===== src/rtl/pacman_input_ctrl_if.sv =====
// Button-conditioning bus between the board/bench side and pacman_input_ctrl.
// The master drives raw buttons and the frame strobe; the slave returns conditioned levels and direction.
interface pacman_input_ctrl_if;
  logic [3:0] btn_raw;
  logic       frame_stb;
  logic [3:0] btn_db;
  logic [3:0] btn_press;
  logic       BTNU;
  logic       BTND;
  logic       BTNR;
  logic       BTNL;
  logic       dir_valid;

  modport master (
    output btn_raw,
    output frame_stb,
    input  btn_db,
    input  btn_press,
    input  BTNU,
    input  BTND,
    input  BTNR,
    input  BTNL,
    input  dir_valid
  );

  modport slave (
    input  btn_raw,
    input  frame_stb,
    output btn_db,
    output btn_press,
    output BTNU,
    output BTND,
    output BTNR,
    output BTNL,
    output dir_valid
  );
endinterface


===== src/rtl/pacman_input_ctrl.sv =====
// Push-button conditioner for pacman_game: sync, debounce, press detect, and a direction
// that only changes on frame_stb so movement never sees a mid-frame turn.
module pacman_input_ctrl #(
  parameter int DEBOUNCE_CYCLES = 1_000_000,
  parameter bit LATCH           = 1'b1
) (
  input  logic              clk,
  input  logic              rst_n,
  pacman_input_ctrl_if.slave bus
);

  localparam int              CNT_W    = $clog2(DEBOUNCE_CYCLES);
  localparam logic [CNT_W-1:0] CNT_LAST = CNT_W'(DEBOUNCE_CYCLES - 1);
  localparam logic [CNT_W-1:0] CNT_ONE  = CNT_W'(1);

  typedef enum logic [2:0] {
    IDLE  = 3'd0,
    UP    = 3'd1,
    DOWN  = 3'd2,
    RIGHT = 3'd3,
    LEFT  = 3'd4
  } dir_e;

  // U > D > R > L when several bits are set together.
  function automatic dir_e prio_dir(input logic [3:0] b);
    if (b[3])      return UP;
    else if (b[2]) return DOWN;
    else if (b[1]) return RIGHT;
    else if (b[0]) return LEFT;
    else           return IDLE;
  endfunction

  logic [3:0]       s1_p0;
  logic [3:0]       s2_p1;
  logic [CNT_W-1:0] cnt_p2  [4];
  logic [CNT_W-1:0] cnt_next[4];
  logic [3:0]       db_p2;
  logic [3:0]       db_next;
  logic [3:0]       press_p3;
  dir_e             pend_p4;
  dir_e             pend_next;
  logic             btnu_q;
  logic             btnd_q;
  logic             btnr_q;
  logic             btnl_q;
  logic             dir_valid_q;

  // Stage p0/p1: two-flop synchroniser for the asynchronous buttons.
  always_ff @(posedge clk or negedge rst_n) begin
    if (!rst_n) begin
      s1_p0 <= '0;
      s2_p1 <= '0;
    end else begin
      s1_p0 <= bus.btn_raw;
      s2_p1 <= s1_p0;
    end
  end

  // Stage p2: per-bit debounce; any agreeing cycle restarts the count.
  always_comb begin
    db_next = db_p2;
    for (int i = 0; i < 4; i++) begin
      cnt_next[i] = '0;
      if (s2_p1[i] != db_p2[i]) begin
        if (cnt_p2[i] == CNT_LAST) begin
          db_next[i] = s2_p1[i];
        end else begin
          cnt_next[i] = cnt_p2[i] + CNT_ONE;
        end
      end
    end
  end

  // Stage p3: press pulse is registered alongside the debounced level it came from.
  always_ff @(posedge clk or negedge rst_n) begin
    if (!rst_n) begin
      cnt_p2   <= '{default: '0};
      db_p2    <= '0;
      press_p3 <= '0;
    end else begin
      cnt_p2   <= cnt_next;
      db_p2    <= db_next;
      press_p3 <= db_next & ~db_p2;
    end
  end

  always_comb begin
    pend_next = pend_p4;
    if (LATCH) begin
      if (|press_p3) begin
        pend_next = prio_dir(press_p3);
      end
    end else begin
      pend_next = prio_dir(db_p2);
    end
  end

  // Stage p4: pending direction, committed to the outputs only on frame_stb.
  always_ff @(posedge clk or negedge rst_n) begin
    if (!rst_n) begin
      pend_p4     <= IDLE;
      btnu_q      <= 1'b0;
      btnd_q      <= 1'b0;
      btnr_q      <= 1'b0;
      btnl_q      <= 1'b0;
      dir_valid_q <= 1'b0;
    end else begin
      pend_p4 <= pend_next;
      if (bus.frame_stb) begin
        btnu_q      <= (pend_next == UP);
        btnd_q      <= (pend_next == DOWN);
        btnr_q      <= (pend_next == RIGHT);
        btnl_q      <= (pend_next == LEFT);
        dir_valid_q <= (pend_next != IDLE);
      end
    end
  end

  assign bus.btn_db    = db_p2;
  assign bus.btn_press = press_p3;
  assign bus.BTNU      = btnu_q;
  assign bus.BTND      = btnd_q;
  assign bus.BTNR      = btnr_q;
  assign bus.BTNL      = btnl_q;
  assign bus.dir_valid = dir_valid_q;

endmodule

===== src/flat_wrapper.sv =====
// flat-port wrapper written by rule: the top's interface ports become plain ports
module pacman_input_ctrl_flat 
#(
  parameter int DEBOUNCE_CYCLES = 1_000_000,
  parameter bit LATCH           = 1'b1
)
  (clk, rst_n, bus_btn_raw, bus_frame_stb, bus_btn_db, bus_btn_press, bus_BTNU, bus_BTND, bus_BTNR, bus_BTNL, bus_dir_valid);
  pacman_input_ctrl_if bus_i ();
  input  logic clk;
  input  logic rst_n;
  input wire logic [$bits(bus_i.btn_raw)-1:0] bus_btn_raw;
  input wire logic [$bits(bus_i.frame_stb)-1:0] bus_frame_stb;
  output wire logic [$bits(bus_i.btn_db)-1:0] bus_btn_db;
  output wire logic [$bits(bus_i.btn_press)-1:0] bus_btn_press;
  output wire logic [$bits(bus_i.BTNU)-1:0] bus_BTNU;
  output wire logic [$bits(bus_i.BTND)-1:0] bus_BTND;
  output wire logic [$bits(bus_i.BTNR)-1:0] bus_BTNR;
  output wire logic [$bits(bus_i.BTNL)-1:0] bus_BTNL;
  output wire logic [$bits(bus_i.dir_valid)-1:0] bus_dir_valid;
  assign bus_i.btn_raw = bus_btn_raw;
  assign bus_i.frame_stb = bus_frame_stb;
  assign bus_btn_db = bus_i.btn_db;
  assign bus_btn_press = bus_i.btn_press;
  assign bus_BTNU = bus_i.BTNU;
  assign bus_BTND = bus_i.BTND;
  assign bus_BTNR = bus_i.BTNR;
  assign bus_BTNL = bus_i.BTNL;
  assign bus_dir_valid = bus_i.dir_valid;
  pacman_input_ctrl #(.DEBOUNCE_CYCLES(DEBOUNCE_CYCLES), .LATCH(LATCH)) u_core (.clk(clk), .rst_n(rst_n), .bus(bus_i));
endmodule

===== config.mk =====
export PLATFORM = sky130hd
export DESIGN_NAME = pacman_input_ctrl_flat
export DESIGN_NICKNAME = d
export VERILOG_FILES = /design/src/rtl/pacman_input_ctrl_if.sv /design/src/rtl/pacman_input_ctrl.sv /design/src/flat_wrapper.sv
export SDC_FILE = /design/constraint.sdc
export NUM_CORES = 1
export LEC_CHECK = 0
export ABC_AREA = 1
export CAP_MARGIN = 0
export CORE_AREA = 2 2 95 97
export DETAILED_ROUTE_END_ITERATION = 7
export DIE_AREA = 0 0 97 99
export PLACE_DENSITY_LB_ADDON = 0.05
export SYNTH_ARGS = -nofsm -noshare
export SYNTH_HDL_FRONTEND = slang
export SYNTH_SLANG_ARGS = --single-unit

===== constraint.sdc =====
create_clock -name clk -period 2.7 [get_ports clk]
set_input_delay 0.675 -clock clk [delete_from_list [all_inputs] [get_ports clk]]
set_output_delay 0.675 -clock clk [all_outputs]
set_load 0.03 [all_outputs]

==> metrics <==
first-pass GRT wire length 19700 µm; Die H a little under 100 µm; final hold violation count 0; Nets between 700 and 800; Post-DRT Antenna Nets 0; area grow syn2layout 9.99%; DP HPWL about 8200 µm; Max Cap Violations 0; Crit path buffers/inverters 1; Chip Width slightly below 100 µm; All-Layer GR Usage 0.250; antenna cells 0; Vias 4498; Final Power between 2 and 3 mW; status finished, final reports clean; Final Skew between 0.007 and 0.008 ns; floorplan row count 34; Worst-Margin Slew about 0.56 ns; clk_lat worst skew about 0.37 ns; CTS tree yes; met1 Use GR 0.334; setup_tns 0 ns; cts bufs inserted 9; post-cts gate resize count 0; crit path cell chain clkdlybuf4s50_1; Overflow after GRT 0; period utilization 0.809; VDD IR max approximately 0.33 mV; CTS sink count ~100; 1st-iter DRT viols 213; syn nets just over 700; largest net degree at the start of global routing between 100 and 150; Via density between 5 and 6; critical path's slowest cell clkdlybuf4s50_1; met3 usage 0.0454; Ys Warns 0; RSZ-0062 raised after global routing false; critical path arrival between 1.5 and 2 ns; met2 Track Usage GR 0.423; WL per Instance approximately 13 µm; CTS root buffer clkbuf_8; clk buf depth 2; Seq cells post-synth between 100 and 150; GRT Max-Usage Layer met2; Starting Density 0.639; core box area 8550 µm²; synthesized instance count 709; share of layout cells above drive strength 1 0.0725; WP data required 2.03 ns; vias in the first global route roughly 4.4k; final setup vio count 0; TritonRoute pass-1 iters 5; Seq/Total Area, Yosys 0.476; Unique masters post-synth 29; clk slew on worst S/H paths roughly 0.10 ns; post-CTS setup buffer count 0; Power Dens Cells around 450 nW/µm²; final wirelength ~11000 µm; # hold bufs at CTS 0; Peak Freq 458 MHz; mapped cell area around 5500 µm²; drt drc 0; io pins 20; Leak about 2.7 nW; global placer's final weighted congestion 0.921; post-route cell area approximately 6000 µm²; crit path launch type flip-flop; Setup CP Type reg2out; mean area per synthesized cell ~7.7 µm²; Worst path top cell family by delay buffers and inverters; initial antenna violation count 0; CP max stage delay around 0.7 ns; hold crit path type in2async; die area between 9000 and 10000 µm²; H-tree depth 3; port bufs 19; crit path max fanout 4; Final min period ~2.2 ns; crit end category primary output; Max Slew Vio Count 0; Slew HR 0.622; Area after DPL around 5800 µm²
## state kept, by name, indices dropped and copies added, names as in the netlist
name and count:
u_core.cnt_p2 80, u_core.bus.BTND 1, u_core.s1_p0 4, u_core.bus.BTNU 1
u_core.bus.dir_valid 1, u_core.bus.btn_press 4, u_core.bus.BTNL 1, u_core.bus.BTNR 1
u_core.s2_p1 4, u_core.pend_p4 3, u_core.bus.btn_db 4
## worst register-to-register path: stages (launching register included)
cell and delay, ns:
dfrtp_1 0.40, ha_1 0.26, inv_1 0.10, nor3_2 0.26, nand3_2 0.15, nand2_2 0.23
inv_2 0.11, nand2_1 0.08, nor2_1 0.04
## cell usage after synthesis
cell type,number,share of area
a21oi_1,19,0.017
nand3_2,8,0.015
nand3b_1,2,0.0027
o21bai_1,2,0.0027
nor3_1,19,0.017
o22ai_1,2,0.0023
nand2_4,1,0.0021
nor3b_1,3,0.0041
nand2_2,4,0.0046
xor2_1,21,0.034
dfrtp_1,104,0.48
nor3_2,3,0.0055
ha_1,4,0.0092
xnor2_2,1,0.0030
buf_6,1,0.0021
o22a_1,1,0.0016
and2_1,1,0.0011
nor2_1,150,0.10
nor2_2,11,0.013
nor3_4,1,0.0030
xnor2_1,12,0.019
nand2_1,142,0.098
o21ai_0,12,0.011
inv_2,4,0.0027
buf_1,1,0.00069
nand4_1,14,0.016
nor2_4,2,0.0041
nand3_1,73,0.067
inv_1,91,0.063
## path summary, 6_finish.rpt
kind,startpoint,end,slack (ns),cells after the start
max,u_core.bus.btn_db[3]$_DFF_PN0_,bus_btn_db[3],0.51,1
min,rst_n,u_core.cnt_p2[58]$_DFF_PN0_,0.36,2
max reg2reg,u_core.cnt_p2[40]$_DFF_PN0_,u_core.cnt_p2[57]$_DFF_PN0_,0.98,8
min reg2reg,u_core.s1_p0[0]$_DFF_PN0_,u_core.s2_p1[0]$_DFF_PN0_,0.36,0
max in group asynchronous,rst_n,u_core.cnt_p2[76]$_DFF_PN0_,1.95,2
min in group clk,u_core.s1_p0[0]$_DFF_PN0_,u_core.s2_p1[0]$_DFF_PN0_,0.36,0
## routing by layer
metal	share of wire	wire [µm]
met3	0.035	393
met1	0.47	5180
met5	0	0
met4	0.014	153
met2	0.48	5370
## placed cells by master, fill, tap and decap left out, drive strengths merged
master         Yosys  final
nor2             163    163
nand2            147    147
dfrtp            104    104
inv               95     98
nand3             81     81
nor3              23     23
xor2              21     21
a21oi             19     19
clkdlybuf4s50      0     18
nand4             14     14
xnor2             13     13
o21ai             12     12
clkbuf             0     11
ha                 4      4
buf                2      4
nor3b              3      3
o21bai             2      2
nand3b             2      2
o22ai              2      2
and2               1      1
o22a               1      1
clkinv             0      1
bufinv             0      1
## final cells by class
| class | instances | area, µm² |
|---|---|---|
| Inverter | 95 | 357 |
| Fill cell | 704 | 2540 |
| Timing Repair Buffer | 22 | 223 |
| Clock buffer | 11 | 141 |
| Multi-Input combinational cell | 508 | 2490 |
| Tap cell | 108 | 135 |
| Sequential cell | 104 | 2600 |
| Clock inverter | 5 | 61.3 |
## metrics by stage
stage	hold slack [ns]	setup WS, ns	util	cells
after CTS	0.369	0.481	0.703	853
after global placement	0.332	0.924	0.679	837
after global routing	0.370	0.462	0.703	853
after detailed placement	0.338	0.910	0.679	837
after floorplan	0.331	1.24	-	709
final	0.362	0.514	0.703	853
## cells by family (layout without fill, tap and decap cells)
kind of cell / Yosys count / after routing / synth area share
buffers and inverters: 97 / 133 / 0.0680
AO/OA/AOI/OAI: 36 / 36 / 0.0350
adder cells (fa/ha/maj): 4 / 4 / 0.00916
AND/OR/NAND/NOR: 434 / 434 / 0.355
flip-flops: 104 / 104 / 0.476
XOR/XNOR: 34 / 34 / 0.0559
## report_power, final
group	internal [mW]	total [mW]	switching [mW]	leakage, nW
logic	0.0370	0.115	0.0777	1.16
registers	1.58	1.59	0.0164	1.42
clock network	0.464	1.00	0.540	0.105
Note: power is estimated with default switching activity, not from simulation.
